==> src/rtl/fetch_stage.sv <==
// fetch_stage: instruction fetch for the 8-bit accumulator CPU.
// Holds the PC, drives the combinational ROM address and captures the returned
// byte into an instruction register.
// The IR is offered to the decoder over a valid/ready handshake.
// Branch redirects from execute reload the PC and discard the IR.
// Optional feature macro: FETCH_HALT_EN
//   - Opcode 4'hF stops fetching in a HALT state.
//   - A later branch resumes fetching.
//   - Without the macro, 4'hF is an ordinary instruction and halted is tied 0.
module fetch_stage #(
    parameter int              ADDR_W   = 8,
    parameter int              DATA_W   = 8,
    parameter logic [ADDR_W-1:0] RESET_PC = '0
) (
    input  logic              clk,
    input  logic              rst_n,
    input  logic              start,
    output logic [ADDR_W-1:0] rom_addr,
    input  logic [DATA_W-1:0] rom_data,
    output logic [3:0]        ir_opcode,
    output logic [3:0]        ir_operand,
    output logic [ADDR_W-1:0] ir_pc,
    output logic              ir_valid,
    input  logic              ir_ready,
    input  logic              br_valid,
    input  logic [ADDR_W-1:0] br_target,
    output logic              halted
);

`ifdef FETCH_HALT_EN
    typedef enum logic [1:0] {IDLE = 2'd0, RUN = 2'd1, HALT = 2'd2} state_t;
`else
    typedef enum logic [1:0] {IDLE = 2'd0, RUN = 2'd1} state_t;
`endif

    state_t             state;
    logic [ADDR_W-1:0]  pc;
    logic [DATA_W-1:0]  ir;
    logic [ADDR_W-1:0]  ir_pc_q;
    logic               ir_valid_q;
    logic               load;

    // The ROM is read combinationally at the current PC.
    assign rom_addr   = pc;
    assign ir_opcode  = ir[DATA_W-1 -: 4];
    assign ir_operand = ir[3:0];
    assign ir_pc      = ir_pc_q;
    assign ir_valid   = ir_valid_q;

    // Refill when the IR is empty or being consumed.
    // A branch in the same cycle wins over the refill.
    assign load = (!ir_valid_q || ir_ready) && !br_valid;

`ifdef FETCH_HALT_EN
    logic halted_q;
    logic is_halt;
    assign is_halt = (rom_data[DATA_W-1 -: 4] == 4'hF);
    assign halted  = halted_q;
`else
    assign halted  = 1'b0;
`endif

    // Fetch control FSM with PC, IR and handshake registers.
    always_ff @(posedge clk or negedge rst_n) begin
        if (!rst_n) begin
            state      <= IDLE;
            pc         <= RESET_PC;
            ir         <= '0;
            ir_pc_q    <= '0;
            ir_valid_q <= 1'b0;
`ifdef FETCH_HALT_EN
            halted_q   <= 1'b0;
`endif
        end else begin
            case (state)
                IDLE: begin
                    // Branches are ignored here; only start leaves IDLE.
                    if (start) state <= RUN;
                end
                RUN: begin
                    if (br_valid) begin
                        // Redirect and drop whatever is in the IR, consumed or not.
                        pc         <= br_target;
                        ir_valid_q <= 1'b0;
                    end else if (load) begin
`ifdef FETCH_HALT_EN
                        if (is_halt) begin
                            // HALT never enters the IR.
                            // The PC stays pointing at the HALT instruction.
                            ir_valid_q <= 1'b0;
                            halted_q   <= 1'b1;
                            state      <= HALT;
                        end else
`endif
                        begin
                            ir         <= rom_data;
                            ir_pc_q    <= pc;
                            pc         <= pc + ADDR_W'(1);
                            ir_valid_q <= 1'b1;
                        end
                    end
                end
`ifdef FETCH_HALT_EN
                HALT: begin
                    // A branch from an older in-flight instruction resumes fetching.
                    if (br_valid) begin
                        pc         <= br_target;
                        ir_valid_q <= 1'b0;
                        halted_q   <= 1'b0;
                        state      <= RUN;
                    end
                end
`endif
                default: state <= IDLE;
            endcase
        end
    end

endmodule

==> config.mk <==
export PLATFORM = sky130hd
export DESIGN_NAME = fetch_stage
export DESIGN_NICKNAME = d
export VERILOG_FILES = /design/src/rtl/fetch_stage.sv
export SDC_FILE = /design/constraint.sdc
export NUM_CORES = 1
export LEC_CHECK = 0
export CORE_ASPECT_RATIO = 0.9
export CORE_UTILIZATION = 30
export CTS_CLUSTER_SIZE = 14
export DETAILED_ROUTE_END_ITERATION = 7
export PLACE_DENSITY = 0.62
export SLEW_MARGIN = 10
export SYNTH_ARGS = -nofsm -noshare
export SYNTH_HDL_FRONTEND = slang
export SYNTH_SLANG_ARGS = --single-unit
==> constraint.sdc <==
create_clock -name clk -period 1.29 [get_ports clk]
set_input_delay 0.258 -clock clk [delete_from_list [all_inputs] [get_ports clk]]
set_output_delay 0.258 -clock clk [all_outputs]
set_load 0.01 [all_outputs]
==> results of run 1 <==
[layout make-up]
type,count,area (um^2)
fill,333,1820
sequential,26,654
timing repair buffer,69,632
multi-input combinational,68,616
tap,46,57.6
clock buffer,3,41.3
clock inverter,1,30.0
inverter,3,11.3
[power breakdown]
group / total, W / leakage, nW / switching (W) / internal (W)
registers: 0.00103 / 0.294 / 0.0000762 / 0.000950
clock network: 0.000674 / 0.0357 / 0.000259 / 0.000415
logic: 0.000851 / 0.606 / 0.000346 / 0.000505
[Yosys cell counts (2+ instances only)]
cell and number:
a21oi_1 6, a22oi_1 2, buf_6 2, clkbuf_1 2, dfrtp_1 26, inv_1 3
mux2_2 7, mux2_4 10, mux2i_1 2, nand2_1 8, nor2_1 3, nor2b_1 2
o21ai_0 4, o22ai_1 4
[flip-flops by register name, indices dropped and copies added (netlist names)]
signal    flops
ir            8
ir_pc         8
ir_valid      1
rom_addr      8
state         1
[how the worst min path moves through the flow]
stage	slack, ps	to	cells past startpoint
after floorplan	-40	ir[0]	0
after global placement	490	ir[5]	1
after detailed placement	490	ir[7]	1
after CTS	340	ir[7]	2
after global routing	340	ir[5]	2
final	340	ir[7]	2
[timing repair]
item,4_1_cts,5_1_grt
cloned,2,0
setup buffers,6,1
endpoints found under the setup margin,46,23
pin swaps,3,7
gates resized for setup,43,8
hold buffers,0,0
[logic make-up after synthesis]
logic type / count (synthesis)
other: 1
AO/OA/AOI/OAI: 23
buffers and inverters: 10
adder cells (fa/ha/maj): 1
AND/OR/NAND/NOR: 22
flip-flops: 26
multiplexers: 19
[layer usage]
metal	vias to the layer above	global-route usage
met5	-	0
li1	507	-
met4	0	0.0350
met1	513	0.194
met2	52	0.250
met3	9	0.0544
[stage by stage]
stage          TNS (ps)   util  instances  cell area, um^2  worst slack, ps
6_report              0  0.529        216             2040             4.68
3_5_place_dp      -8720  0.481        203             1860             -439
4_1_cts           -26.5  0.520        215             2010            -26.5
3_3_place_gp      -8030  0.481        203             1860             -404
2_1_floorplan     -1990      -        102             1270             -163
5_1_grt           -88.8  0.529        216             2040            -46.9
[critical path, cell delays in order, from the launching register on]
cell     delay, ps
dfrtp_2        420
buf_6          130
and3_4         150
buf_6          110
a21o_4         190
a21oi_2        130
nor2_1          50
==> metrics.md, run 1 <==
| Metric | Value |
|---|---|
| CTS tree | done |
| PortBufs | 45 |
| Uppermost layer routed | met4 |
| Met3 WL | 268 um |
| DR iter-0 viols | 25 |
| Reg2Reg Launch Point | rom_addr[2] |
| RSZ-0062 raised after global routing | yes |
| Drt wl/cell | 15.2 um |
| Drt drc | 0 |
| Period utilization | 0.996 |
| Register bit count reported by yosys | 26 |
| Final nets | 193 |
| Worst Reg-to-Reg Cells | 6 |
| Max-slew violations | 0 |
| Hold Path Class | input pin to async pin |
| Worst-Skew Late Latency | 270 ps |
| Crit Path Max Fanout | 5 |
| Crit. Startpoint | rom_addr[2] |
| DR pass1 iterations | 4 |
| Syn Nets | 124 |
| Worst R2R End | rom_addr[3] |
| Outcome | complete, no violations |
| Post-synth top flop | dfrtp_1 |
| Worst-path clk slew | 90 ps |
| # H-tree levels | 1 |
| Async S/R FF share, synth | 1.00 |
| GRT Resource Usage Total | 0.153 |
| Post-synth EDFFs | 0 |
| Critical Path Sink Type | register |
| Cell taking the most area after synthesis | dfrtp_1 |
| Synth top area cells | dfrtp_1 (52%), mux2_4 (12%), mux2_2 (6.3%) |
| Largest family of logic cells by synthesized area | multiplexers |
| CTS buffer count | 3 |
| F_max | 0.778 GHz |
| Post-synth top area share | 0.516 |
| CTS Sinks | 26 |
| Maximum clock path buffer count | 2 |
| Core area | 0.00386 mm^2 |
| Crit path DAT | 1450 ps |
| Post-Syn Area | 0.00126 mm^2 |
| Dpl hpwl | 2150 um |
| Share of layout cells above drive strength 1 | 0.382 |
| Tot Pwr | 0.00255 W |
| Area Overhead vs Synth | 62.1% |
| Routability cong. | 0.779 |
| Hold Slack | 340 ps |
| Seq/Total Area, Yosys | 0.516 |
| Synth Area in Compound Gates | 0.120 |
| CP Launch Type | register |
| Avg Cell Area, Syn | 12.4 um^2 |
| DRT Wirelength | 3280 um |
| Total global routing overflow | 0 |
| DR vias/cell | 5.00 |
| Layout Skew | 3.21 ps |
| Peak supply drop | 0.000684 V |
| Max Cap Violations | 0 |
| Min Tclk post-route | 1290 ps |
| Adder-cell share of the synthesized area | 0.00993 |
| Pin count of the biggest net entering global routing | 27 |
| Die W | 70.3 um |
| Initial antenna violation count | 0 |
| # IOs | 47 |
| Vias in the first global route | 1,080 |
| Final setup violation count | 0 |
| Die height | 63.5 um |
| CP Capture Point | rom_addr[3] |
| Initial core utilization | 0.326 |
| Multiplexer share of the synthesized area | 0.198 |
| Critical path class | register to register |
| Most frequent cells in the layout | dfrtp_1 (23), dlygate4sd2_1 (22), buf_4 (19) |
| Die area | 0.00446 mm^2 |
| Post-Synth XOR/XNOR Area | 0 |
| Simple-gate share of the synthesized area | 0.0943 |
| Distinct cells, synth | 35 |
| Most common cell after layout, fill and taps aside | dfrtp_1 |
| Synth warn | 0 |
| Via Count | 1,081 |
| Leakage | 0.936 nW |
| Clock root buffer | clkbuf_8 |
| Rows | 21 |
| Antenna Cells | 0 |
| Routed Antenna Nets | 0 |
| Cells after Synth | 102 |
| First-pass GRT wire length | 5330 um |
| R2R Setup Slk | 5 ps |
| Required time of the critical path | 1450 ps |
| Wl on met1 | 1410 um |
| Cell Pwr Density | 1250 mW/mm^2 |
| Fin. Hold Viols | 0 |
| Met2 wire len | 1560 um |
Note: power is estimated with default switching activity, not from simulation.
==> run 2: changes to the inputs <==
--- a/config.mk
+++ b/config.mk
@@ -10,6 +10,7 @@
 export CTS_CLUSTER_SIZE = 14
 export DETAILED_ROUTE_END_ITERATION = 7
 export PLACE_DENSITY = 0.62
+export RECOVER_POWER = 50
 export SLEW_MARGIN = 10
 export SYNTH_ARGS = -nofsm -noshare
 export SYNTH_HDL_FRONTEND = slang
==> run 2 against run 1 <==
- register-to-register slack about the same
- critical path type unchanged
- critical path depth stayed put
- the run now ends with setup timing left
- via count decreased by 0.83%
- clock skew shrank 1.1 ps
==> metrics.md, run 2 (same netlist as run 1, synthesis figures left out) <==
| Metric | Value |
|---|---|
| Outcome | finished with violations |
| Failing checks | setup timing |
| Worst Setup Slack, final | -0.280 ps |
| Final nets | 193 |
| Rows | 21 |
| Die area | 0.00446 mm^2 |
| Die height | 63.5 um |
| # H-tree levels | 1 |
| DR pass1 iterations | 4 |
| # IOs | 47 |
| Leakage | 0.927 nW |
| Maximum clock path buffer count | 2 |
| Min Tclk post-route | 1290 ps |
| Cell Pwr Density | 1260 mW/mm^2 |
| F_max | 0.775 GHz |
| Worst-Skew Late Latency | 270 ps |
| DR vias/cell | 4.96 |
| CTS tree | done |
| Critical path class | register to register |
| Via Count | 1,072 |
| Dpl ws | -439 ps |
| Hold Slack | 451 ps |
| Routed Antenna Nets | 0 |
| Die W | 70.3 um |
| First-pass GRT wire length | 5330 um |
| Period utilization | 1.00 |
| Total global routing overflow | 0 |
| Critical Path Sink Type | register |
| Peak supply drop | 0.000688 V |
| Area Overhead vs Synth | 60.3% |
| Initial antenna violation count | 0 |
| DRT Wirelength | 3260 um |
| GRT Resource Usage Total | 0.153 |
| Hold Path Class | input pin to register |
| Routability cong. | 0.779 |
| PortBufs | 45 |
| Fin. Hold Viols | 0 |
| Crit Path Max Fanout | 5 |
| Vias in the first global route | 1,080 |
| Slew headroom | 0.564 |
| Tot Pwr | 0.00254 W |
| Final setup violation count | 1 |
| CP Launch Type | register |
| CTS buffer count | 3 |
| Layout Skew | 2.09 ps |
| Worst-path clk slew | 90 ps |
| Most frequent cells in the layout | dfrtp_1 (23), dlygate4sd2_1 (22), buf_4 (18) |
| Max Cap Violations | 0 |
| RSZ-0062 raised after global routing | yes |
| Core area | 0.00386 mm^2 |
| Drt wl/cell | 15.1 um |
| Pin count of the biggest net entering global routing | 27 |
| Most common cell after layout, fill and taps aside | dfrtp_1 |
| Dpl hpwl | 2150 um |
| Clock root buffer | clkbuf_8 |
| # hold bufs at CTS | 0 |
| Post-Place Cells | 203 |
| Worst-Margin Slew | 655 ps |
| Share of layout cells above drive strength 1 | 0.376 |
| CTS Sinks | 26 |
| Crit path DAT | 1460 ps |
| Initial core utilization | 0.326 |
| Max-slew violations | 0 |
| Antenna Cells | 0 |
| Drt drc | 0 |
| Non-Filler Instances | 216 |
| DR iter-0 viols | 25 |
| Fill cell count | 335 |
| Required time of the critical path | 1460 ps |
run 2: worst paths after layout:
path                            slack, ps         from  depth (start not counted)          end
max in group asynchronous             290        rst_n                          2  rom_addr[3]
worst min register to register        510        ir[5]                          1        ir[5]
worst max register to register       -0.3  rom_addr[2]                          6  rom_addr[3]
min in group asynchronous             550        rst_n                          2        ir[6]
worst min-delay path                  450     br_valid                          4  rom_addr[2]
worst max-delay path                 -0.3  rom_addr[2]                          6  rom_addr[3]
run 2: timing repair:
item	in CTS	in global routing
cloned	2	0
setup buffers	6	1
pin swaps	3	7
gates resized for setup	43	8
endpoints found under the setup margin	46	23
run 2: layout make-up:
class / instances / area (um^2) / share of cell area
well taps: 46 / 57.6 / 0.0285
inverters: 3 / 11.3 / 0.00558
flip-flops and latches: 26 / 654 / 0.324
multi-input cells: 68 / 608 / 0.301
clock inverters: 1 / 30.0 / 0.0149
repair buffers: 69 / 617 / 0.305
clock buffers: 3 / 41.3 / 0.0204
run 2: where the power goes:
group / total (W) / internal [W] / switching [W] / leakage [nW]
sequential: 0.00102 / 0.000950 / 0.0000749 / 0.294
clock: 0.000674 / 0.000415 / 0.000258 / 0.0357
combinational: 0.000839 / 0.000493 / 0.000345 / 0.597
total: 0.00254 / 0.00186 / 0.000679 / 0.927
run 2: worst max-delay path: stages, from the launching register on:
cell,delay [ps]
dfrtp_2,420
buf_6,130
and3_4,150
buf_6,110
a21o_4,190
a21oi_2,130
nor2_1,50
run 2: routing by layer:
layer	vias to the layer above	track usage	wire, um
met5	-	0	0
met3	9	0.0544	217
met1	512	0.194	1450
li1	508	-	-
met4	0	0.0350	44
met2	43	0.250	1560
run 2: through the flow:
step / instance area, um^2 / setup TNS, ps / util
6_report: 2020 / -0.280 / 0.523
3_3_place_gp: 1860 / -8030 / 0.481
2_1_floorplan: 1270 / -1990 / -
3_5_place_dp: 1860 / -8720 / 0.481
5_1_grt: 2020 / -86.6 / 0.523
4_1_cts: 2010 / -26.5 / 0.520
